===== src/rtl/cvxif_offload_master.sv =====
`default_nettype none
// ============================================================================
// Module   : cvxif_offload_master
// Purpose  : Core-side initiator for the simplified CVXIF of the posit
//            coprocessor. Takes one custom-3 instruction with its operands,
//            runs issue -> register -> result, and hands the result to the
//            core writeback port. One transaction in flight at a time.
// Ports    : clk/rst_n                 clock, async active-low reset
//            core_valid_i/core_ready_o instruction + rs1/rs2 from the core
//            core_illegal_o/core_done_o/core_timeout_o  1-cycle status pulses
//            wb_valid_o/wb_ready_i     writeback of rd/data to the core
//            issue_*                   issue handshake and response
//            register_*                operand handshake (registered)
//            result_*                  result handshake
// Options  : CVXIF_OFFLOAD_TIMEOUT_EN  bounds the result wait to TIMEOUT_CYCLES
// Revision : 1.0  initial release
// ============================================================================
module cvxif_offload_master #(
    parameter int unsigned XLEN           = 32,
    parameter int unsigned TIMEOUT_CYCLES = 255
) (
    input  logic                 clk,
    input  logic                 rst_n,
    input  logic                 core_valid_i,
    output logic                 core_ready_o,
    input  logic [31:0]          core_instr_i,
    input  logic [XLEN-1:0]      core_rs1_i,
    input  logic [XLEN-1:0]      core_rs2_i,
    output logic                 core_illegal_o,
    output logic                 core_done_o,
    output logic                 core_timeout_o,
    output logic                 wb_valid_o,
    input  logic                 wb_ready_i,
    output logic [4:0]           wb_rd_o,
    output logic [XLEN-1:0]      wb_data_o,
    output logic                 issue_valid_o,
    input  logic                 issue_ready_i,
    output logic [31:0]          issue_req_instr_o,
    input  logic                 issue_resp_accept_i,
    input  logic                 issue_resp_writeback_i,
    input  logic [1:0]           issue_resp_register_read_i,
    output logic                 register_valid_o,
    input  logic                 register_ready_i,
    output logic [1:0][XLEN-1:0] register_rs_o,
    output logic [1:0]           register_rs_valid_o,
    input  logic                 result_valid_i,
    output logic                 result_ready_o,
    input  logic [XLEN-1:0]      result_data_i
);

    localparam logic [2:0] c_ST_IDLE  = 3'd0;
    localparam logic [2:0] c_ST_ISSUE = 3'd1;
    localparam logic [2:0] c_ST_REGS  = 3'd2;
    localparam logic [2:0] c_ST_WAIT  = 3'd3;
    localparam logic [2:0] c_ST_WB    = 3'd4;

    logic [2:0]           state_q,  state_d;
    logic [31:0]          instr_q,  instr_d;
    logic [XLEN-1:0]      rs1_q,    rs1_d;
    logic [XLEN-1:0]      rs2_q,    rs2_d;
    logic [1:0]           rr_q,     rr_d;
    logic                 wbreq_q,  wbreq_d;
    logic [1:0][XLEN-1:0] rsout_q,  rsout_d;
    logic [XLEN-1:0]      result_q, result_d;
    logic                 illegal_q, illegal_d;
    logic                 done_q,    done_d;
    // Coprocessor-facing valid/ready flops, loaded from the next state so
    // they line up exactly with the state they belong to.
    logic                 issue_valid_q;
    logic                 register_valid_q;
    logic                 result_ready_q;

`ifdef CVXIF_OFFLOAD_TIMEOUT_EN
    localparam int unsigned            c_CNT_W    = 16;
    localparam logic [c_CNT_W-1:0]     c_CNT_LAST = c_CNT_W'(TIMEOUT_CYCLES - 1);
    logic [c_CNT_W-1:0]                cnt_q, cnt_d;
    logic                              timeout_q, timeout_d;
`else
    logic w_unused_timeout;
    assign w_unused_timeout = (TIMEOUT_CYCLES != 0);
`endif

    // ------------------------------------------------------------------
    // State register (plus datapath and registered outputs)
    // ------------------------------------------------------------------
    always_ff @(posedge clk or negedge rst_n) begin
        if (!rst_n) begin
            state_q          <= c_ST_IDLE;
            instr_q          <= '0;
            rs1_q            <= '0;
            rs2_q            <= '0;
            rr_q             <= '0;
            wbreq_q          <= 1'b0;
            rsout_q          <= '0;
            result_q         <= '0;
            illegal_q        <= 1'b0;
            done_q           <= 1'b0;
            issue_valid_q    <= 1'b0;
            register_valid_q <= 1'b0;
            result_ready_q   <= 1'b0;
`ifdef CVXIF_OFFLOAD_TIMEOUT_EN
            cnt_q            <= '0;
            timeout_q        <= 1'b0;
`endif
        end else begin
            state_q          <= state_d;
            instr_q          <= instr_d;
            rs1_q            <= rs1_d;
            rs2_q            <= rs2_d;
            rr_q             <= rr_d;
            wbreq_q          <= wbreq_d;
            rsout_q          <= rsout_d;
            result_q         <= result_d;
            illegal_q        <= illegal_d;
            done_q           <= done_d;
            issue_valid_q    <= (state_d == c_ST_ISSUE);
            register_valid_q <= (state_d == c_ST_REGS);
            result_ready_q   <= (state_d == c_ST_WAIT);
`ifdef CVXIF_OFFLOAD_TIMEOUT_EN
            cnt_q            <= cnt_d;
            timeout_q        <= timeout_d;
`endif
        end
    end

    // ------------------------------------------------------------------
    // Next-state logic
    // ------------------------------------------------------------------
    always_comb begin
        state_d   = state_q;
        instr_d   = instr_q;
        rs1_d     = rs1_q;
        rs2_d     = rs2_q;
        rr_d      = rr_q;
        wbreq_d   = wbreq_q;
        rsout_d   = rsout_q;
        result_d  = result_q;
        illegal_d = 1'b0;
        done_d    = 1'b0;
`ifdef CVXIF_OFFLOAD_TIMEOUT_EN
        timeout_d = 1'b0;
        // Zero on every cycle outside WAIT so it starts from 0 on entry.
        cnt_d     = (state_q == c_ST_WAIT) ? cnt_q + 1'b1 : '0;
`endif
        case (state_q)
            c_ST_IDLE: begin
                if (core_valid_i) begin
                    instr_d = core_instr_i;
                    rs1_d   = core_rs1_i;
                    rs2_d   = core_rs2_i;
                    state_d = c_ST_ISSUE;
                end
            end
            c_ST_ISSUE: begin
                // issue_valid is high for the whole ISSUE state, so
                // issue_ready alone marks the handshake.
                if (issue_ready_i) begin
                    if (!issue_resp_accept_i) begin
                        illegal_d = 1'b1;
                        state_d   = c_ST_IDLE;
                    end else begin
                        rr_d       = issue_resp_register_read_i;
                        wbreq_d    = issue_resp_writeback_i;
                        // Unrequested operand slots are presented as zero.
                        rsout_d[0] = issue_resp_register_read_i[0] ? rs1_q : '0;
                        rsout_d[1] = issue_resp_register_read_i[1] ? rs2_q : '0;
                        if (issue_resp_register_read_i != 2'b00) begin
                            state_d = c_ST_REGS;
                        end else if (issue_resp_writeback_i) begin
                            state_d = c_ST_WAIT;
                        end else begin
                            done_d  = 1'b1;
                            state_d = c_ST_IDLE;
                        end
                    end
                end
            end
            c_ST_REGS: begin
                if (register_ready_i) begin
                    if (wbreq_q) begin
                        state_d = c_ST_WAIT;
                    end else begin
                        done_d  = 1'b1;
                        state_d = c_ST_IDLE;
                    end
                end
            end
            c_ST_WAIT: begin
                // A result arriving in the expiry cycle wins over the timeout.
                if (result_valid_i) begin
                    result_d = result_data_i;
                    state_d  = c_ST_WB;
                end
`ifdef CVXIF_OFFLOAD_TIMEOUT_EN
                else if (cnt_q == c_CNT_LAST) begin
                    timeout_d = 1'b1;
                    state_d   = c_ST_IDLE;
                end
`endif
            end
            c_ST_WB: begin
                if (wb_ready_i) begin
                    state_d = c_ST_IDLE;
                end
            end
            default: begin
                state_d = c_ST_IDLE;
            end
        endcase
    end

    // ------------------------------------------------------------------
    // Outputs
    // ------------------------------------------------------------------
    always_comb begin
        core_ready_o        = (state_q == c_ST_IDLE);
        wb_valid_o          = (state_q == c_ST_WB);
        wb_rd_o             = instr_q[11:7];
        wb_data_o           = result_q;
        core_illegal_o      = illegal_q;
        core_done_o         = done_q;
        issue_valid_o       = issue_valid_q;
        issue_req_instr_o   = instr_q;
        register_valid_o    = register_valid_q;
        register_rs_o       = rsout_q;
        register_rs_valid_o = rr_q;
        result_ready_o      = result_ready_q;
`ifdef CVXIF_OFFLOAD_TIMEOUT_EN
        core_timeout_o      = timeout_q;
`else
        core_timeout_o      = 1'b0;
`endif
    end

endmodule
`default_nettype wire


===== config.mk =====
export PLATFORM = sky130hd
export DESIGN_NAME = cvxif_offload_master
export DESIGN_NICKNAME = d
export VERILOG_FILES = /design/src/rtl/cvxif_offload_master.sv
export SDC_FILE = /design/constraint.sdc
export NUM_CORES = 1
export LEC_CHECK = 0
export ABC_AREA = 1
export BUFFER_PORTS_ARGS = -buffer_cell sky130_fd_sc_hd__buf_2
export CAP_MARGIN = 20
export CORE_MARGIN = 4
export CORE_UTILIZATION = 47
export DETAILED_ROUTE_END_ITERATION = 12
export PLACE_DENSITY = 0.76
export SLEW_MARGIN = 40
export SYNTH_ARGS = -nofsm -noshare
export SYNTH_HDL_FRONTEND = slang
export SYNTH_SLANG_ARGS = --single-unit

===== constraint.sdc =====
create_clock -name clk -period 1.8 [get_ports clk]
set_clock_uncertainty 0.1 [all_clocks]
set_input_delay 0 -clock clk [delete_from_list [all_inputs] [get_ports clk]]
set_output_delay 0 -clock clk [all_outputs]
set_load 0.01 [all_outputs]

Yosys cells after proc, flatten, opt, wreduce, memory -nomap -nowiden

Index checks and enable logic that the tools add are counted.
Widths: inputs -> output; s select.

Word-level logic and storage cells: 48
Register bits: 203
Output and inout port bits: 143
Bits of input ports: 139

Mux-type cells: 22
Eq/ne operators: 7
Reduce and logical (&&, ||, !) cells: 5

Operators by type and width:

| kind               | count |
|---|---|
| $mux 32            | 2 |
| $mux 3             | 5 |
| $pmux 3 s5         | 1 |
| $eq 3x2->1 const B | 4 |
| $mux 1             | 9 |
| $mux 2             | 4 |
| $eq 3x1->1 const B | 2 |
| $reduce_and 2->1   | 2 |
| $eq 3x3->1 const B | 1 |
| $logic_not 3->1    | 1 |
| $reduce_and 3->1   | 1 |
| $pmux 1 s2         | 1 |
| $reduce_bool 2->1  | 1 |

Logic depth before layout (Yosys ltp)

Depth after elaboration: 6
Gate-level depth with buffers: 7
Depth with buffers taken out: 7

Least setup slack after synthesis

OpenSTA, ideal clock, no wires.

Path type: register to register
Start: register state_q[0]
End: register instr_q[10] (netlist: issue_req_instr_o[10])
Arrival time: 1.120 ns
Cell stages (with the launch flop): 7
Slack: 0.450 ns
Path through: dfrtp_1 -> nor2_1 -> nand3_2 -> buf_6 -> buf_2 -> nand2_1 -> o21ai_0

Longest elaborated chain between the ends: 2

Ends and longest elaborated chain:

| element                           | line | source |
|---|---|---|
| start: declaration                | 57   | `logic [2:0] state_q, state_d;` |
| start signal: assignment          | 88   | `state_q <= c_ST_IDLE;` |
| start signal: assignment          | 106  | `state_q <= state_d;` |
| $logic_not 3->1                   | 145  | `case (state_q)` |
| $reduce_and 2->1 (no source line) | n/a  |  |
| end signal: assignment            | 107  | `instr_q <= instr_d;` |
| end: declaration                  | 58   | `logic [31:0] instr_q, instr_d;` |

No other way between the ends.
A chain may end at the register's enable or synchronous reset.

Worst setup path in the final report

Start: register state_q[1]
End: register wbreq_q

Longest elaborated chain between the ends: 2

Ends and longest elaborated chain:

| element                           | line | source |
|---|---|---|
| $eq 3x1->1                        | 145  |  |
| $reduce_and 3->1 (no source line) | n/a  |  |
| end signal: assignment            | 111  | `wbreq_q <= wbreq_d;` |
| end: declaration                  | 62   | `logic wbreq_q, wbreq_d;` |

No other way between the ends.

==> reports/results.txt <==
Count leader, synth = dfrtp_1
Wire per inst = 15.3 um
Hold Path Origin = result_data_i[4]
Minimum clock period = 1.69 ns
Slowest stage delay, CP = 0.54 ns
Syn Nets = 969
Worst skew pair latency = 0.49 ns
Critical Path Source Type = register
Synth top area cells = dfrtp_1, nand2_1, inv_1
Syn Std Cell Area = 7890 sq um
Leak Pwr = 6.38 nW
Clock sinks = 203
Worst Path Required = 2.11 ns
Synth warn = 0
Status = complete, no violations
Routed WL = 22.8 mm
Post-synth top area share = 64.4%
CP Cell Sequence = inv_1, nand3_2, nor2_4, nand2_1, dlygate4sd3_1, o21ai_0
Largest net degree at the start of global routing = 105
Drt initial violations = 404
Dominant synthesized flop cell = dfrtp_1
Max FO, Critical Path = 5
Number of remaining DRC errors = 0
Vias = 7211
Synth-to-Final Area Change = 47.9%
Reg clk slew, reported paths = 0.06 ns
Gpl congestion = 0.829
Non-filler cells, final = 1488
Sequential area share after synthesis = 64.4%
Leading area contributor after synthesis = dfrtp_1
Distinct cells, synth = 21
Global-route wire length before repair = 36.3 mm
CP endpoint kind = register
Mapped Avg Cell Area = 9.50 sq um
PD cells = 1550 nW/um^2
Pwr Total = 18.1 mW
Slew Limit Fails = 0
Hold Slack = 0.175 ns
Vias in the first global route = 7527
FP Rows = 47
Layout cells sized above 1 = 28.0%
Initial antenna violation count = 4
Die Wd = 138 um
Port buffer count = 280
Max rail drop VDD = 1.02 mV
Hold/Removal Path Class = in2reg
Crit path kind = reg2reg
Reg-to-reg startpoint = state_q[1]$_DFF_PN0_
CTS Buffer Depth = 3
GRT Util Overall = 24.0%
Placed Area = 9430 sq um
Most common library cells after synthesis = dfrtp_1, nand2_1, inv_1
Placed cells = 1295
Fmax = 0.591 GHz
Final Cell Area = 11700 sq um
Drt first pass iters = 5
Final count of hold timing violations = 0
CP max stage cell = dlygate4sd3_1
Post-route ant nets = 0
Setup violators final = 0
Total CTS buffers = 22
FFs w/ async S/R, synth = 100%
Initial core utilization = 47.7%
EDFF count, synth = 0
IO Pins = 282
Clk root buf = clkbuf_16
Worst Path Arrival = 2.00 ns
# fillers = 1136
Footprint of the multi-input gates = 2090 sq um
Dpl hpwl = 13.0 mm
Storage cell area = 5080 sq um
Htree depth = 1
Die ar. = 18900 sq um
Post-Syn Instances = 830
Dpl ws = 0.195 ns
Final cycle utilization of the critical path = 93.9%
Crit path launch = state_q[1]$_DFF_PN0_
CTS tree = yes
Max-cap violations = 0
Grt ovf = 0
Final setup margin = 0.109 ns
Std-Cell Core Area = 16500 sq um
Synth Register Bits = 203
Final nets = 1390
Vias/cell = 4.85
Die height = 138 um
==> flip-flops by register name, indices dropped and copies added (netlist names) <==
signal and count:
core_done_o 1, core_illegal_o 1, issue_req_instr_o 32, issue_valid_o 1, register_rs_o 64, register_rs_valid_o 2
register_valid_o 1, result_ready_o 1, rs1_q 32, rs2_q 32, state_q 3, wb_data_o 32
wbreq_q 1
==> cells in the final DEF (no fill, tap or decap), types with 2 or more instances in the layout <==
cell,instances
buf_2,279
dfrtp_1,201
nand2_1,183
dlygate4sd3_1,148
inv_1,109
nor2_1,74
o21ai_1,70
a21oi_1,67
nand3_1,34
clkbuf_16,23
o21ai_0,18
buf_4,15
o21ai_2,10
clkbuf_8,8
diode_2,4
buf_12,4
clkbuf_1,3
nor2_4,2
nand3_2,2
nand2_2,2
clkinv_2,2
dfrtp_2,2
==> where the power goes <==
group,total (mW),internal [mW],switching [mW]
Clock,4.32,2.61,1.71
Combinational,6.22,2.46,3.75
Sequential,7.58,6.62,0.964
Total,18.1,11.7,6.43
==> worst paths after layout <==
path,end,slack [ns],depth (start not counted)
max reg2reg,wbreq_q$_DFFE_PN0P_,0.11,6
max in group asynchronous,wb_data_o[2]$_DFFE_PN0P_,0.50,4
min reg2reg,wb_data_o[1]$_DFFE_PN0P_,0.36,2
min,wb_data_o[4]$_DFFE_PN0P_,0.17,4
max,wbreq_q$_DFFE_PN0P_,0.11,6
min in group asynchronous,issue_req_instr_o[14]$_DFFE_PN0P_,0.46,3
==> through the flow <==
stage	util, %	setup TNS [ns]
detailed placement	57.1	0
floorplan	-	0
global placement	57.1	0
CTS	70.3	0
finish	70.6	0
global route	70.6	-0.0376
==> metal layers <==
| metal | part of all wire (%) | GRT usage, % | up-vias |
|---|---|---|---|
| met1 | 36 | 27.1 | 3368 |
| met2 | 50 | 41.7 | 328 |
| met3 | 7.9 | 6.17 | 99 |
| li1 | - | - | 3416 |
| met5 | 0 | 0 | - |
| met4 | 5.4 | 12.7 | 0 |
==> logic make-up (layout without fill, tap and decap cells) <==
group	after synthesis	after routing	share of synthesized area [%]
flops	203	203	64.4
buf+inv	160	594	9.23
simple gates	300	300	15.3
compound gates	166	166	11.0
other cells	1	5	0.0475
==> repair_timing <==
| item | CTS | global route |
|---|---|---|
| endpoints found under the setup margin | 0 | 7 |
| setup buffers | 0 | 4 |
| hold endpoints to repair | 397 | 0 |
| hold buffers | 148 | 0 |
| gates resized for setup | 0 | 3 |
==> cell type report <==
cell class | instances | area share [%]
timing repair buffer | 447 | 26.4
inverter | 110 | 3.56
multi-input combinational | 467 | 17.9
sequential | 203 | 43.6
clock buffer | 33 | 5.85
tap | 220 | 2.36
clock inverter | 4 | 0.225
antenna | 4 | 0.0858
==> worst max-delay path, delay by kind of cell, from the launching register on <==
kind / cells / cell delay [ns]
AO/OA/AOI/OAI: 1 / 0.07
AND/OR/NAND/NOR: 3 / 0.36
flip-flops: 1 / 0.42
buffers and inverters: 2 / 0.66
Power figures use the tool's default switching activity.
